$ cat config.mk
export PLATFORM = sky130hd
export DESIGN_NAME = exp2_scale_flat
export DESIGN_NICKNAME = d
export VERILOG_FILES = /design/src/rtl/exp2_scale_if.sv /design/src/rtl/exp2_scale.sv /design/src/flat_wrapper.sv
export SDC_FILE = /design/constraint.sdc
export NUM_CORES = 1
export LEC_CHECK = 0
export CAP_MARGIN = 10
export CORE_AREA = 3 3 108 110
export CTS_CLUSTER_DIAMETER = 80
export DETAILED_ROUTE_END_ITERATION = 12
export DIE_AREA = 0 0 111 113
export GPL_ROUTABILITY_DRIVEN = 0
export PLACE_DENSITY = 0.84
export SETUP_SLACK_MARGIN = 0.5
export SYNTH_ARGS = -nofsm -noshare
export SYNTH_HDL_FRONTEND = slang
export SYNTH_SLANG_ARGS = --single-unit
$ cat constraint.sdc
create_clock -name clk -period 4.8 [get_ports clk]
set_input_delay 0.48 -clock clk [delete_from_list [all_inputs] [get_ports clk]]
set_output_delay 0.48 -clock clk [all_outputs]
set_load 0.05 [all_outputs]
$ cat src/rtl/exp2_scale_if.sv
// Stream bundle for exp2_scale: integer exponent in, aligned mantissa in,
// scaled float out, plus status counters.
interface exp2_scale_if #(
  parameter int BITS  = 16,
  parameter int IBITS = 8
);
  logic                    in_valid;
  logic signed [IBITS-1:0] ipart;
  logic [BITS-1:0]         mant_in;
  logic                    clr_status;
  logic                    out_valid;
  logic [BITS-1:0]         x;
  logic                    ovf;
  logic                    unf;
  logic [7:0]              ovf_count;
  logic [7:0]              unf_count;

  modport master (
    output in_valid, ipart, mant_in, clr_status,
    input  out_valid, x, ovf, unf, ovf_count, unf_count
  );

  modport slave (
    input  in_valid, ipart, mant_in, clr_status,
    output out_valid, x, ovf, unf, ovf_count, unf_count
  );
endinterface

$ cat src/rtl/exp2_scale.sv
// Final exp2 stage: scales the upstream 2^fpart mantissa by 2^ipart through
// direct exponent arithmetic, saturating to inf or flushing to zero.
module exp2_scale #(
  parameter int    BITS        = 16,
  parameter string PRECISION   = "HALF",
  parameter int    ALIGN_DELAY = 20,
  parameter int    IBITS       = 8
) (
  input logic       clk,
  input logic       rst,
  exp2_scale_if.slave bus
);
  localparam int EW   = (PRECISION == "SINGLE") ? 8 : 5;
  localparam int MW   = BITS - 1 - EW;
  localparam int EXTW = ((IBITS > EW) ? IBITS : EW) + 2;
  localparam logic signed [EXTW-1:0] EXP_MAX  = EXTW'((2 ** EW) - 1);
  localparam logic signed [EXTW-1:0] EXP_ZERO = '0;

  logic [ALIGN_DELAY-1:0] dvld_q;
  logic [IBITS-1:0]       dip_q [ALIGN_DELAY];
  logic                   s1_vld_q;
  logic [BITS-1:0]        s1_mant_q;
  logic [IBITS-1:0]       s1_ip_q;
  logic                   out_valid_q, out_valid_d;
  logic [BITS-1:0]        x_q, x_d;
  logic                   ovf_q, ovf_d;
  logic                   unf_q, unf_d;
  logic [7:0]             ovf_cnt_q, ovf_cnt_d;
  logic [7:0]             unf_cnt_q, unf_cnt_d;

  // Valid path of the alignment line: cleared on reset so in-flight
  // samples are dropped.
  always_ff @(posedge clk or posedge rst) begin
    if (rst) begin
      dvld_q   <= '0;
      s1_vld_q <= 1'b0;
    end else begin
      // NOTE: non-blocking assignments let every stage shift on the same
      // edge regardless of statement order.
      dvld_q[0] <= bus.in_valid;
      for (int i = 1; i < ALIGN_DELAY; i++) dvld_q[i] <= dvld_q[i-1];
      s1_vld_q <= dvld_q[ALIGN_DELAY-1];
    end
  end

  // NOTE: data registers carry no reset; their contents only matter when the
  // matching valid bit is set, and leaving them out keeps the line a plain
  // shift register.
  always_ff @(posedge clk) begin
    dip_q[0] <= bus.ipart;
    for (int i = 1; i < ALIGN_DELAY; i++) dip_q[i] <= dip_q[i-1];
    s1_ip_q   <= dip_q[ALIGN_DELAY-1];
    s1_mant_q <= bus.mant_in;
  end

  logic [EW-1:0]          exp_f;
  logic                   sign_f;
  logic signed [EXTW-1:0] e_new;

  assign exp_f  = s1_mant_q[BITS-2 -: EW];
  assign sign_f = s1_mant_q[BITS-1];
  assign e_new  = $signed({{(EXTW-EW){1'b0}}, exp_f})
                + $signed({{(EXTW-IBITS){s1_ip_q[IBITS-1]}}, s1_ip_q});

  always_comb begin
    // NOTE: every output of this block gets a default first so no path can
    // leave a value unassigned and infer a latch.
    out_valid_d = s1_vld_q;
    x_d         = '0;
    ovf_d       = 1'b0;
    unf_d       = 1'b0;
    if (s1_vld_q) begin
      if (exp_f == '1) begin
        x_d = s1_mant_q;
      end else if (exp_f == '0) begin
        x_d = {sign_f, {(BITS-1){1'b0}}};
      end else if (e_new >= EXP_MAX) begin
        x_d   = {sign_f, {EW{1'b1}}, {MW{1'b0}}};
        ovf_d = 1'b1;
      end else if (e_new <= EXP_ZERO) begin
        x_d   = {sign_f, {(BITS-1){1'b0}}};
        unf_d = 1'b1;
      end else begin
        x_d = {sign_f, e_new[EW-1:0], s1_mant_q[MW-1:0]};
      end
    end
  end

  // Counters look at the registered result, so clr_status always wins
  // over an event arriving on the same edge.
  always_comb begin
    ovf_cnt_d = ovf_cnt_q;
    unf_cnt_d = unf_cnt_q;
    if (bus.clr_status) begin
      ovf_cnt_d = '0;
      unf_cnt_d = '0;
    end else begin
      if (out_valid_q && ovf_q && (ovf_cnt_q != 8'hFF)) ovf_cnt_d = ovf_cnt_q + 8'd1;
      if (out_valid_q && unf_q && (unf_cnt_q != 8'hFF)) unf_cnt_d = unf_cnt_q + 8'd1;
    end
  end

  always_ff @(posedge clk or posedge rst) begin
    if (rst) begin
      out_valid_q <= 1'b0;
      x_q         <= '0;
      ovf_q       <= 1'b0;
      unf_q       <= 1'b0;
      ovf_cnt_q   <= '0;
      unf_cnt_q   <= '0;
    end else begin
      out_valid_q <= out_valid_d;
      x_q         <= x_d;
      ovf_q       <= ovf_d;
      unf_q       <= unf_d;
      ovf_cnt_q   <= ovf_cnt_d;
      unf_cnt_q   <= unf_cnt_d;
    end
  end

  assign bus.out_valid = out_valid_q;
  assign bus.x         = x_q;
  assign bus.ovf       = ovf_q;
  assign bus.unf       = unf_q;
  assign bus.ovf_count = ovf_cnt_q;
  assign bus.unf_count = unf_cnt_q;
endmodule

$ cat src/flat_wrapper.sv
// flat-port wrapper written by rule: the top's interface ports become plain ports
module exp2_scale_flat 
#(
  parameter int    BITS        = 16,
  parameter string PRECISION   = "    ",
  parameter int    ALIGN_DELAY = 20,
  parameter int    IBITS       = 8
)
  (clk, rst, bus_in_valid, bus_ipart, bus_mant_in, bus_clr_status, bus_out_valid, bus_x, bus_ovf, bus_unf, bus_ovf_count, bus_unf_count);
  exp2_scale_if #(.BITS(BITS), .IBITS(IBITS)) bus_i ();
  input logic clk;
  input logic rst;
  input wire logic [$bits(bus_i.in_valid)-1:0] bus_in_valid;
  input wire logic [$bits(bus_i.ipart)-1:0] bus_ipart;
  input wire logic [$bits(bus_i.mant_in)-1:0] bus_mant_in;
  input wire logic [$bits(bus_i.clr_status)-1:0] bus_clr_status;
  output wire logic [$bits(bus_i.out_valid)-1:0] bus_out_valid;
  output wire logic [$bits(bus_i.x)-1:0] bus_x;
  output wire logic [$bits(bus_i.ovf)-1:0] bus_ovf;
  output wire logic [$bits(bus_i.unf)-1:0] bus_unf;
  output wire logic [$bits(bus_i.ovf_count)-1:0] bus_ovf_count;
  output wire logic [$bits(bus_i.unf_count)-1:0] bus_unf_count;
  assign bus_i.in_valid = bus_in_valid;
  assign bus_i.ipart = bus_ipart;
  assign bus_i.mant_in = bus_mant_in;
  assign bus_i.clr_status = bus_clr_status;
  assign bus_out_valid = bus_i.out_valid;
  assign bus_x = bus_i.x;
  assign bus_ovf = bus_i.ovf;
  assign bus_unf = bus_i.unf;
  assign bus_ovf_count = bus_i.ovf_count;
  assign bus_unf_count = bus_i.unf_count;
  exp2_scale #(.BITS(BITS), .PRECISION(PRECISION), .ALIGN_DELAY(ALIGN_DELAY), .IBITS(IBITS)) u_core (.clk(clk), .rst(rst), .bus(bus_i));
endmodule
==> results of run 1 <==
[through the flow]
step	total power [mW]	util, %	instance area, um2
after floorplan	2.28	-	6250
after global placement	2.33	64.8	6990
after detailed placement	2.35	64.8	6990
after CTS	4.01	71.4	7710
after global routing	4.11	71.4	7710
final	3.96	71.4	7710
[layer usage]
metal	global-route usage [%]	vias up	routed length (um)
met5	0	-	0
li1	-	1531	-
met2	27.1	122	4790
met3	3.74	31	614
met4	6.08	0	329
met1	19.7	1555	3840
[worst register-to-register path, delay by kind of cell, from the launching register on]
family / cells / cell delay [ns]
xor+xnor: 1 / 0.76
flops: 1 / 0.32
compound gates: 4 / 1.16
fa+ha+maj: 2 / 0.69
[cells in the mapped netlist (2+ instances only)]
cell type	count	area, um2
dfxtp_1	184	3680
dfrtp_1	56	1400
nor2_1	20	75.1
nand2_1	18	67.6
o2111ai_1	10	87.6
o31ai_2	10	125
nand4_1	9	56.3
xor2_1	9	78.8
ha_1	7	87.6
nand3_1	6	30.0
xnor2_1	6	52.6
a21oi_1	5	25.0
and3_1	5	31.3
clkbuf_1	5	18.8
o31a_1	5	43.8
inv_1	4	15.0
and2_1	3	18.8
nor3_1	3	15.0
a31oi_1	2	12.5
and4_1	2	17.5
buf_2	2	10.0
buf_6	2	22.5
mux2i_1	2	20.0
o211ai_1	2	15.0
o21ai_0	2	10.0
o21ai_1	2	10.0
or3_1	2	12.5
[final timing paths]
check,from,to,slack (ns)
max in group asynchronous,rst,u_core.dvld_q[19],3.94
worst min-delay path,u_core.dip_q[15][6],u_core.dip_q[16][6],0.31
min in group asynchronous,rst,u_core.dvld_q[1],0.38
worst min register to register,u_core.dip_q[15][6],u_core.dip_q[16][6],0.31
worst max register to register,u_core.s1_mant_q[10],u_core.bus.x[12],1.76
worst max-delay path,u_core.s1_mant_q[10],u_core.bus.x[12],1.76
[cells by family (layout without fill, tap and decap cells)]
group / Yosys count / in the layout / synth area share (%)
flip-flops: 240 / 240 / 81.4
AND/OR/NAND/NOR: 72 / 72 / 5.71
AO/OA/AOI/OAI: 51 / 51 / 7.53
XOR/XNOR: 15 / 15 / 2.10
buffers and inverters: 15 / 109 / 1.24
adder cells (fa/ha/maj): 8 / 8 / 1.72
multiplexers: 2 / 2 / 0.320
[power breakdown]
part	internal [mW]	total, mW	switching, mW
Clock	0.943	1.66	0.719
Sequential	2.10	2.13	0.0333
Combinational	0.0638	0.169	0.106
[flip-flops by register name, summed over array words and instances, names as in the netlist]
register	cells
u_core.bus.x	16
u_core.out_valid_d	1
u_core.bus.unf_count	8
u_core.dip_q	160
u_core.bus.unf	1
u_core.s1_ip_q	8
u_core.bus.ovf	1
u_core.s1_mant_q	16
u_core.bus.ovf_count	8
u_core.dvld_q	20
u_core.bus.out_valid	1
[cells in the final DEF, fill, tap and decap left out, types with 3 or more instances in the layout]
cell type / instances
dfxtp_1: 184
clkdlybuf4s50_1: 62
dfrtp_1: 56
nor2_1: 20
clkbuf_16: 20
nand2_1: 18
o2111ai_1: 10
o31ai_2: 10
nand4_1: 9
xor2_1: 9
ha_1: 7
nand3_1: 6
xnor2_1: 6
clkbuf_8: 6
clkbuf_1: 6
a21oi_1: 5
o31a_1: 5
and3_1: 5
clkinv_2: 4
and2_1: 3
inv_1: 3
nor3_1: 3
[layout make-up]
type	count	area share, %
tap	140	2.27
clock inverter	10	1.46
multi-input combinational	148	14.1
inverter	4	0.195
sequential	240	66.0
clock buffer	32	7.86
timing repair buffer	63	8.15
==> flow_metrics.py, run 1 <==
metrics = {
    "status": {
        "status": "finished, final reports clean",
    },
    "placed_design": {
        "io_buffer_count": 62,
        "dp_hpwl_um": 6250,
        "place_inst": 595,
        "place_ws_ns": 1.86,
    },
    "setup_path": {
        "cp_top_family": "compound AO/OA/AOI/OAI gates",
        "critPathKind": "register to register",
        "crit_chain": "ha_1 -> fa_1 -> a21oi_1 -> o22ai_2 -> xnor2_1 -> o211ai_1 -> o31a_1",
        "startpoint_type": "register",
        "slowest_stage": "xnor2_1",
        "ff2ff_path_depth": 7,
        "end_kind": "register",
        "cp_max_fo": 12,
        "slowest_delay_ns": 0.76,
        "cp.required_ns": 5.25,
        "cp.depth": 7,
        "critPathBufInv": 0,
        "cp.arrival_ns": 3.49,
    },
    "global_route": {
        "antenna_found_initial": 0,
        "grt_pass1_wl_um": 16300,
        "grt_pass1_vias": 3343,
        "grt_use_total_pct": 15.8,
        "overflow": 0,
        "grt_max_degree": 57,
    },
    "clock_network": {
        "clk_path_buf_depth": 3,
        "root_buffer": "clkbuf_8",
        "cts_max_level": 1,
        "cts.sinks": 240,
        "clock_latency_ns": 0.58,
        "cts_resized": 0,
        "cts.clk_slew.worst_paths_ns": 0.06,
        "cts_hold_buffers": 0,
        "cts_setup_buffers": 0,
        "cts_tree": "done",
        "numCtsBuffers": 23,
    },
    "layout": {
        "area_delta_synth_final_pct": 23.3,
        "antenna_cells": 0,
        "multiInputGateArea_um2": 1090,
        "nFillCells": 672,
        "fin_nets": 516,
        "regArea_um2": 5080,
        "drive_gt1_share_pct": 10.9,
        "final_cells": 637,
    },
    "timing": {
        "maxSlewViolCount": 0,
        "finClkSkew_ns": 0.0227,
        "fin_crit_sh_pct": 63.3,
        "relSlewSlack_pct": 31.2,
        "rsz0062_at_grt": "no",
        "hold_violations": 0,
        "worstMarginPinSlew_ns": 1.03,
        "worst_slack_ns": 1.76,
        "fin_tns_setup_ns": 0,
        "max_freq_mhz": 329,
        "fin_crit_ns": 3.04,
        "finalSetupViolCount": 0,
        "hold_slack_ns": 0.310,
    },
    "floorplanning": {
        "rows": 38,
        "io-pin-count": 63,
        "die_y_um": 113,
        "core_um2": 10800,
        "die_area_um2": 12500,
        "die_width_um": 111,
        "initial_core_util_pct": 57.9,
    },
    "pwr": {
        "p_per_area_nw_per_um2": 514,
        "p_leak_nw": 3.23,
        "peakVddDrop_v": 0.000396,
    },
    "synth": {
        "async_reset_ff_share_pct": 23.3,
        "synth-seq-cells": 240,
        "syn_area_um2": 6250,
        "syn_inst": 403,
        "synth_area_per_cell_um2": 15.5,
        "synth_ff_type": "dfxtp_1",
        "synth_cell_types": 47,
        "syn_nets": 439,
        "ys_seq_area_share_pct": 81.4,
        "synth_edf_count": 0,
        "synth_warnings": 0,
    },
    "routing": {
        "drt-total-wl_um": 9580,
        "drtIter0Drc": 174,
        "dr.pass1.iters": 4,
        "drc": 0,
        "ant_nets": 0,
        "dr_total_vias": 3239,
        "avgViaCountPerCell": 5.08,
        "wl_per_cell_um": 15.0,
    },
    "min_path": {
        "holdPathStages": 0,
        "hp-class": "register to register",
    },
    "job": {
        "max_cap_violations": 0,
    },
}
(Power assumes the default switching activity.)
==> run 2, diff against run 1 <==
- CORE_AREA: 3 3 108 110 -> 3 3 117 119
- DIE_AREA: 0 0 111 113 -> 0 0 120 122
- PLACE_DENSITY: 0.84 -> 0.76
- clock period: 4.8 -> 2.62 ns (I/O delays scaled with it)
==> run 2 against run 1 <==
Compared with the run above:
- clock-buffer cell count decreased by 2
- wire length grew 1.0%
- first-iteration DRC count is 68% higher
- sequential power rose by 83%
- cell area rose by 3.6%
- global-route usage down 2.7 points
- power up 88%
- worst hold slack got worse by 0.12 ns
==> flow_metrics.py, run 2 (synthesized netlist as in run 1, its figures left out) <==
metrics = {
    "global_route": {
        "busiest_layer": "met2",
        "grt_pass1_vias": 3247,
        "met3_usage_pct": 3.16,
        "grt_use_total_pct": 13.1,
        "grt_max_degree": 36,
        "antenna_found_initial": 0,
        "overflow": 0,
        "use_met2_pct": 21.9,
        "grt_pass1_wl_um": 15600,
        "grtUsageMet1_pct": 16.2,
    },
    "setup_path": {
        "end_kind": "register",
        "slowest_stage": "fa_2",
        "startpoint": "u_core.s1_mant_q[10]",
        "slowest_delay_ns": 0.38,
        "cp.required_ns": 3.03,
        "cp_max_fo": 5,
        "rr_startpoint": "u_core.s1_mant_q[10]",
        "cp.arrival_ns": 2.59,
        "critPathKind": "register to register",
        "startpoint_type": "register",
        "crit_chain": "ha_4 -> fa_2 -> a211oi_4 -> nor3b_4 -> o221ai_2 -> a21bo_4 -> o31ai_2",
    },
    "clock_network": {
        "cts.clk_slew.worst_paths_ns": 0.06,
        "cts_hold_buffers": 0,
        "cts_max_level": 1,
        "cts_tree": "done",
        "root_buffer": "clkbuf_16",
        "cts.sinks": 240,
        "clock_latency_ns": 0.50,
        "numCtsBuffers": 22,
        "clk_path_buf_depth": 3,
    },
    "routing": {
        "avgViaCountPerCell": 4.82,
        "dr_total_vias": 3259,
        "drtIter0Drc": 292,
        "drc": 0,
        "dr.pass1.iters": 4,
        "wl_per_cell_um": 14.3,
        "drt-total-wl_um": 9670,
        "ant_nets": 0,
    },
    "floorplanning": {
        "die_width_um": 120,
        "core_um2": 12700,
        "io-pin-count": 63,
        "die_area_um2": 14600,
        "die_y_um": 122,
        "rows": 41,
        "initial_core_util_pct": 49.3,
    },
    "timing": {
        "fin_tns_setup_ns": 0,
        "max_freq_mhz": 459,
        "finalSetupViolCount": 0,
        "fin_crit_ns": 2.18,
        "maxSlewViolCount": 0,
        "worstMarginPinSlew_ns": 0.680,
        "relSlewSlack_pct": 54.6,
        "finClkSkew_ns": 0.00794,
        "rsz0062_at_grt": "yes",
        "hold_violations": 0,
        "fin_crit_sh_pct": 83.1,
    },
    "layout": {
        "reg.largest.list": "u_core.dip_q (160), u_core.dvld_q (20)",
        "top_register": "u_core.dip_q",
        "final_util_pct": 63.0,
        "largest_reg_flops": 160,
        "fin_nets": 526,
        "layout_commonest_cell": "dfxtp_1",
        "regArea_um2": 5090,
        "antenna_cells": 0,
        "drive_gt1_share_pct": 14.9,
        "multiInputGateArea_um2": 1210,
        "area_delta_synth_final_pct": 27.8,
        "layout_common_cells": "dfxtp_1 (183), clkdlybuf4s50_1 (61), dfrtp_1 (56), clkbuf_16 (24), nor2_1 (20)",
        "nFillCells": 928,
    },
    "pwr": {
        "peakVddDrop_v": 0.000602,
        "p_leak_nw": 3.33,
        "p_per_area_nw_per_um2": 932,
    },
    "min_path": {
        "hp-class": "input pin to async pin",
    },
    "placed_design": {
        "io_buffer_count": 62,
        "dp_hpwl_um": 5980,
    },
    "job": {
        "max_cap_violations": 0,
    },
    "status": {
        "status": "finished, final reports clean",
    },
}
==> run 2: cell type report <==
type / instances / share of cell area (%)
Tap cell: 172 / 2.69
Clock buffer: 30 / 8.18
Multi-Input combinational cell: 149 / 15.1
Inverter: 4 / 0.188
Timing Repair Buffer: 73 / 8.80
Clock inverter: 8 / 1.32
Sequential cell: 240 / 63.7
==> run 2: path summary, 6_finish.rpt <==
check                                      end  slack [ns]  cells past startpoint
setup / recovery               u_core.bus.x[6]        0.44                      7
hold / removal                u_core.dvld_q[0]        0.19                      2
setup reg to reg               u_core.bus.x[6]        0.44                      7
hold reg to reg            u_core.dip_q[19][7]        0.32                      0
max in group asynchronous     u_core.bus.x[14]        1.81                      3
min in group clk              u_core.dvld_q[0]        0.20                      1
==> run 2: where the power goes <==
part           total, mW  leakage (nW)  internal, mW  switching [mW]
Combinational      0.369         0.687         0.150           0.219
Clock               3.17         0.371          1.87            1.30
Sequential          3.90          2.27          3.85          0.0588
Total               7.45          3.33          5.87            1.58
==> run 2: per-stage QoR <==
step                cells  total power, mW  setup slack [ns]  hold slack, ns  instance area, um2
CTS                   674             7.52             0.459           0.181                7920
global placement      632             4.28             0.331           0.310                7080
floorplan             403             4.17             0.551           0.290                6260
global route          676             7.73             0.369           0.176                7990
detailed placement    632             4.30             0.250           0.312                7080
finish                676             7.45             0.442           0.186                7990
==> run 2: metal layers <==
metal / wire (um) / share of wire [%]
met3: 621 / 6.4
met5: 0 / 0
met2: 4820 / 50
met4: 270 / 2.8
met1: 3960 / 41
==> run 2: timing repair <==
| action | CTS | global route |
|---|---|---|
| buffers inserted | 3 | 1 |
| setup endpoints to repair | 16 | 18 |
| gates cloned | 1 | 1 |
| pin swaps | 17 | 5 |
| resized for setup | 12 | 10 |
==> run 2: worst max-delay path, delay by kind of cell (launching register included) <==
family / cells / cell delay, ns
adders and majority gates: 2 / 0.54
DFF: 1 / 0.34
and+or+nand+nor: 1 / 0.10
AOI/OAI and AO/OA: 4 / 1.13
